`src/rtl/uart_pkg.sv`:
```
// uart_pkg: shared definitions for the UART framer and its companions.
//   PAR_NONE / PAR_EVEN / PAR_ODD : parity_mode encodings (2'b11 acts as none)
//   tx_state_t                    : transmit framer states
//   DEF_CLKS_PER_BIT              : 50 MHz / 115200 baud bit period
package uart_pkg;

  localparam logic [1:0] PAR_NONE = 2'b00;
  localparam logic [1:0] PAR_EVEN = 2'b01;
  localparam logic [1:0] PAR_ODD  = 2'b10;

  localparam int DEF_CLKS_PER_BIT = 434;

  typedef enum logic [2:0] {
    IDLE,
    START,
    DATA,
    PARITY,
    STOP
  } tx_state_t;

endpackage

```
`src/rtl/uart_baud_tick.sv`:
```
// uart_baud_tick: bit-period timer. Counts 0..CLKS_PER_BIT-1 and raises
// tick during the terminal count; clear holds the count at 0.
//   clk   : system clock
//   rst_n : asynchronous active-low reset
//   clear : restart the bit period
//   tick  : last cycle of the current bit period
module uart_baud_tick
  import uart_pkg::*;
#(
  parameter int CLKS_PER_BIT = DEF_CLKS_PER_BIT
) (
  input  logic clk,
  input  logic rst_n,
  input  logic clear,
  output logic tick
);

  localparam int CNT_W = (CLKS_PER_BIT > 1) ? $clog2(CLKS_PER_BIT) : 1;
  localparam logic [CNT_W-1:0] TERM = CNT_W'(CLKS_PER_BIT - 1);

  logic [CNT_W-1:0] cnt_q, cnt_d;

  assign tick = (cnt_q == TERM);

  always_comb begin
    cnt_d = cnt_q + 1'b1;
    if (clear || tick) cnt_d = '0;
  end

  always_ff @(posedge clk or negedge rst_n) begin
    if (!rst_n) cnt_q <= '0;
    else        cnt_q <= cnt_d;
  end

endmodule

```
`src/rtl/uart_tx_frame.sv`:
```
// uart_tx_frame: UART transmit framer. Accepts one word per valid/ready
// handshake and sends start, DATA_W data bits LSB first, optional parity and
// one or two stop bits, each CLKS_PER_BIT clocks long.
//   tx_data/tx_valid/tx_ready : word handshake (ready only in IDLE)
//   parity_mode, two_stop     : frame format, latched at acceptance
//   tx_out                    : registered serial line, idle high
//   busy                      : frame in progress
//   done                      : one-cycle pulse in the first IDLE cycle after a frame
module uart_tx_frame
  import uart_pkg::*;
#(
  parameter int DATA_W       = 8,
  parameter int CLKS_PER_BIT = DEF_CLKS_PER_BIT
) (
  input  logic              clk,
  input  logic              rst_n,
  input  logic [DATA_W-1:0] tx_data,
  input  logic              tx_valid,
  output logic              tx_ready,
  input  logic [1:0]        parity_mode,
  input  logic              two_stop,
  output logic              tx_out,
  output logic              busy,
  output logic              done
);

  if (DATA_W < 5 || DATA_W > 9) begin : g_bad_data_w
    $error("uart_tx_frame: DATA_W must be within 5..9");
  end
  if (CLKS_PER_BIT < 2) begin : g_bad_clks
    $error("uart_tx_frame: CLKS_PER_BIT must be at least 2");
  end

  localparam int IDX_W = $clog2(DATA_W);
  localparam logic [IDX_W-1:0] LAST_IDX = IDX_W'(DATA_W - 1);

  tx_state_t         state_q;
  logic [DATA_W-1:0] shift_q;
  logic [IDX_W-1:0]  bit_idx_q;
  logic              stop_cnt_q;
  logic              par_en_q;
  logic              par_bit_q;
  logic              two_stop_q;
  logic              tx_q;
  logic              ready_q;
  logic              busy_q;
  logic              done_q;
  logic              tick;

  // Timer is held at zero throughout IDLE, so the bit period starting at
  // acceptance is a full CLKS_PER_BIT long.
  uart_baud_tick #(
    .CLKS_PER_BIT(CLKS_PER_BIT)
  ) u_tick (
    .clk  (clk),
    .rst_n(rst_n),
    .clear(state_q == IDLE),
    .tick (tick)
  );

  always_ff @(posedge clk or negedge rst_n) begin
    if (!rst_n) begin
      state_q    <= IDLE;
      shift_q    <= '0;
      bit_idx_q  <= '0;
      stop_cnt_q <= 1'b0;
      par_en_q   <= 1'b0;
      par_bit_q  <= 1'b0;
      two_stop_q <= 1'b0;
      tx_q       <= 1'b1;
      ready_q    <= 1'b1;
      busy_q     <= 1'b0;
      done_q     <= 1'b0;
    end else begin
      done_q <= 1'b0;
      unique case (state_q)
        IDLE: begin
          tx_q <= 1'b1;
          if (tx_valid && ready_q) begin
            shift_q    <= tx_data;
            par_en_q   <= (parity_mode == PAR_EVEN) || (parity_mode == PAR_ODD);
            // Parity is resolved now because the shift register is consumed later.
            par_bit_q  <= (^tx_data) ^ (parity_mode == PAR_ODD);
            two_stop_q <= two_stop;
            bit_idx_q  <= '0;
            stop_cnt_q <= 1'b0;
            tx_q       <= 1'b0;
            ready_q    <= 1'b0;
            busy_q     <= 1'b1;
            state_q    <= START;
          end
        end
        START: begin
          if (tick) begin
            tx_q    <= shift_q[0];
            state_q <= DATA;
          end
        end
        DATA: begin
          if (tick) begin
            if (bit_idx_q == LAST_IDX) begin
              if (par_en_q) begin
                tx_q    <= par_bit_q;
                state_q <= PARITY;
              end else begin
                tx_q    <= 1'b1;
                state_q <= STOP;
              end
            end else begin
              // Next bit comes out of position 1 as the register shifts.
              tx_q      <= shift_q[1];
              shift_q   <= shift_q >> 1;
              bit_idx_q <= bit_idx_q + 1'b1;
            end
          end
        end
        PARITY: begin
          if (tick) begin
            tx_q    <= 1'b1;
            state_q <= STOP;
          end
        end
        STOP: begin
          if (tick) begin
            if (two_stop_q && !stop_cnt_q) begin
              stop_cnt_q <= 1'b1;
            end else begin
              stop_cnt_q <= 1'b0;
              ready_q    <= 1'b1;
              busy_q     <= 1'b0;
              done_q     <= 1'b1;
              state_q    <= IDLE;
            end
          end
        end
        default: begin
          tx_q    <= 1'b1;
          ready_q <= 1'b1;
          busy_q  <= 1'b0;
          state_q <= IDLE;
        end
      endcase
    end
  end

  assign tx_out   = tx_q;
  assign tx_ready = ready_q;
  assign busy     = busy_q;
  assign done     = done_q;

endmodule

```
`config.mk`:
```
export PLATFORM = sky130hd
export DESIGN_NAME = uart_tx_frame
export DESIGN_NICKNAME = d
export VERILOG_FILES = /design/src/rtl/uart_pkg.sv /design/src/rtl/uart_baud_tick.sv /design/src/rtl/uart_tx_frame.sv
export SDC_FILE = /design/constraint.sdc
export NUM_CORES = 1
export LEC_CHECK = 0
export BUFFER_PORTS_ARGS = -buffer_cell sky130_fd_sc_hd__buf_2
export CAP_MARGIN = 20
export CELL_PAD_IN_SITES_DETAIL_PLACEMENT = 1
export CELL_PAD_IN_SITES_GLOBAL_PLACEMENT = 1
export CORE_MARGIN = 3
export CORE_UTILIZATION = 46
export CTS_CLUSTER_DIAMETER = 80
export CTS_CLUSTER_SIZE = 8
export DETAILED_ROUTE_END_ITERATION = 6
export PLACE_DENSITY = 0.76
export SKIP_CTS_REPAIR_TIMING = 1
export SLEW_MARGIN = 15
export SYNTH_ARGS = -nofsm -noshare
export SYNTH_HDL_FRONTEND = slang
export SYNTH_SLANG_ARGS = --single-unit
```
`constraint.sdc`:
```
create_clock -name clk -period 2.14 [get_ports clk]
set_input_delay 0 -clock clk [delete_from_list [all_inputs] [get_ports clk]]
set_output_delay 0 -clock clk [all_outputs]
set_load 0.02 [all_outputs]
```
==> results by group <==
Run status
  – Status: finished clean

STA
  – RSZ-0062 raised after global routing: false
  – Final Setup Violations: 0
  – Fmax: 0.502 GHz
  – Max-slew headroom: a little over half
  – Tmin final: roughly 2.0 ns
  – Fin crit share: 93.1%
  – Final Max Tran Viols: 0
  – Hold WS: approximately 0.0035 ns
  – Final Hold Vio Count: 0
  – Measured slew at the worst slew-check pin: around 0.71 ns
  – Max Clock Skew: about 0.0045 ns

Hold path
  – Worst Hold Class: in2reg
  – WHS Path Cells: 3

Setup path
  – CP arrival: around 2.2 ns
  – Startpoint types: register
  – CP endpoint kind: register
  – Cell mode on critical path: ha_1
  – CP Data Required Time: between 2 and 2.5 ns
  – Slowest CP cell: dfrtp_1
  – Setup CP Type: reg2reg
  – Crit-path max cell delay: approximately 0.40 ns
  – R2R depth: 6
  – CP cell instances: ha_1 -> ha_1 -> nor4b_2 -> o21ai_1 -> buf_4 -> mux2_4
  – Peak fanout along the critical path: 6

Clock tree
  – Clock-pin slew on the worst setup and hold paths: ~0.060 ns
  – TritonCTS clock tree: built
  – Clock Path Buffers: 2
  – Total CTS buffers: 5
  – Worst-skew pair later-pin latency: approximately 0.28 ns
  – CTS H-tree depth: 2
  – Clock Sinks: 31
  – Root buffer cell: clkbuf_8

Detailed routing
  – # DRC: 0
  – Routed Antenna Nets: 0
  – Routed WL: ~3800 um
  – Starting DRT DRC Count: between 90 and 100
  – Routed vias/inst: about 5.3
  – Detailed-route via count: between 1000 and 1500
  – DR WL/cell: around 16 um
  – Drt pass-1 iters: 4

Logic synthesis
  – Syn Inst Count: between 150 and 200
  – Post-synth EDFFs: 0
  – Post-Synthesis Net Count: 174
  – Syn. warnings: 0
  – Post-Syn Area per Cell: approximately 11 um^2
  – Netlist cell types: between 40 and 50
  – Yosys top cell area share: roughly 41%
  – Cell accounting for the most synthesized area: dfrtp_1
  – Predominant post-synthesis flop cell: dfrtp_1
  – Largest cells by area after synthesis: dfrtp_1 41%, mux2_2 7.1%, mux2_4 6.9%, xnor2_1 5.0%, ha_1 3.6%
  – Post-synthesis sequential area ratio: approximately 44%
  – Seq cells post-synth: 31
  – Post-synth ARST share: 100%
  – Synthesized area: 1750 um^2

GRT
  – Remaining global-route overflow: 0
  – Largest net degree at the start of global routing: 32
  – First-pass GRT wire length: between 6000 and 7000 um
  – Vias in the first global route: 1320
  – Initial antenna violation count: 0
  – GRT Util Overall: between 10% and 20%

Floorplanning
  – Die Width: slightly below 70 um
  – CORE AREA: ~3500 um^2
  – FP Rows: 21
  – Die Ht: between 60 and 70 um
  – Ports: 18
  – Total Die Area: between 4000 and 5000 um^2
  – Initial Util: 50.1%

Placed design
  – Port buffer count: 17
  – HPWL Detailed: roughly 2700 um
  – Inst Count DP: about 230
  – Placer Congestion: ~0.81

Flow run
  – Maxcap violations: 0

Cells and area
  – Fill cells: just under 400
  – Most frequent cells in the layout: 29 x dfrtp_1, 17 x buf_2, 15 x nor2_1, 14 x buf_4, 11 x mux2_2
  – Non-Filler Instances: roughly 240
  – Most common cell after layout, fill and taps aside: dfrtp_1
  – Layout cells sized above 1: 34.2%
  – Area Overhead vs Synth: 18.8%
  – ANT cells: 0
  – Nets: about 210

Power and ir drop
  – Pwr Total: about 0.0012 W
  – PD cells: roughly 560 nW/um^2
  – Maximum vdd drop: 507 uV
  – LEAKAGE: 1.01 nW
[cells in the mapped netlist, types with 2 or more instances]
| master | number |
|---|---|
| mux2i_1 | 3 |
| xor2_1 | 3 |
| ha_1 | 5 |
| mux2_4 | 8 |
| dfrtp_1 | 29 |
| nand3b_1 | 2 |
| inv_1 | 8 |
| nor2b_1 | 4 |
| and2_1 | 2 |
| o21ai_0 | 6 |
| and3_1 | 2 |
| clkbuf_1 | 2 |
| nand3_1 | 3 |
| dfstp_2 | 2 |
| nor3_1 | 2 |
| o32ai_1 | 2 |
| nand2_1 | 7 |
| nor2_1 | 15 |
| a21oi_1 | 4 |
| buf_4 | 2 |
| xnor2_1 | 10 |
| mux2_2 | 11 |
[flip-flops by register name (all words and copies together) (netlist names), 3 cells and up]
register / cells
bit_idx_q: 3
shift_q: 8
state_q: 3
u_tick.cnt_q: 9
[path summary, 6_finish.rpt]
| path | startpoint | end | slack [ns] |
|---|---|---|---|
| setup / recovery | bit_idx_q[0] | shift_q[1] | 0.15 |
| hold / removal | parity_mode[1] | par_en_q | 0.004 |
| setup reg to reg | bit_idx_q[0] | shift_q[1] | 0.15 |
| hold reg to reg | shift_q[7] | shift_q[7] | 0.50 |
| max in group asynchronous | rst_n | u_tick.cnt_q[6] | 1.37 |
| min in group asynchronous | rst_n | done | 0.31 |
[power by group]
group | switching, W | internal (W) | total (W) | leakage [nW]
registers | 0 | 0.000586 | 0.000586 | 0.380
logic | 0.0000348 | 0.0000380 | 0.0000728 | 0.579
clock network | 0.000208 | 0.000293 | 0.000501 | 0.0515
[cell families (layout without fill, tap and decap cells)]
kind of cell,count (synthesis),count (layout),share of synthesized area [%]
buf+inv,14,49,3.93
xor+xnor,14,14,7.79
simple gates,46,46,15.9
mux,22,22,15.7
flops,31,31,44.5
fa+ha+maj,5,5,3.57
compound gates,23,23,8.72
[worst max-delay path: cells and delay by family, from the launching register on]
kind            cells  cell delay, ns
mux                 1            0.30
fa+ha+maj           2            0.42
buf+inv             1            0.25
flops               1            0.40
simple gates        1            0.29
compound gates      1            0.22
[stage by stage]
stage          instance area, um^2  utilization (%)  setup TNS (ns)  setup WS, ns
2_1_floorplan                 1750                -               0         0.408
3_3_place_gp                  1950             55.9               0        0.0369
3_5_place_dp                  1950             55.9          -0.152       -0.0562
4_1_cts                       2050             58.7          -0.620        -0.102
5_1_grt                       2080             59.5               0        0.0723
6_report                      2080             59.5               0         0.148
[per-layer routing]
| layer | vias to the layer above | share of wire, % | track usage, % |
|---|---|---|---|
| met5 | - | 0 | 0 |
| met4 | 0 | 0.96 | 7.85 |
| met3 | 4 | 3.2 | 6.66 |
| met2 | 16 | 52 | 31.2 |
| met1 | 634 | 44 | 22.9 |
| li1 | 601 | - | - |
[cell type report]
class | count | area (um^2) | area share [%]
multi-input cells | 110 | 903 | 43.4
flip-flops and latches | 31 | 778 | 37.4
repair buffers | 33 | 210 | 10.1
clock buffers | 8 | 100 | 4.81
well taps | 46 | 57.6 | 2.77
inverters | 8 | 30.0 | 1.44
No activity file was read; power rests on OpenSTA's default activity.
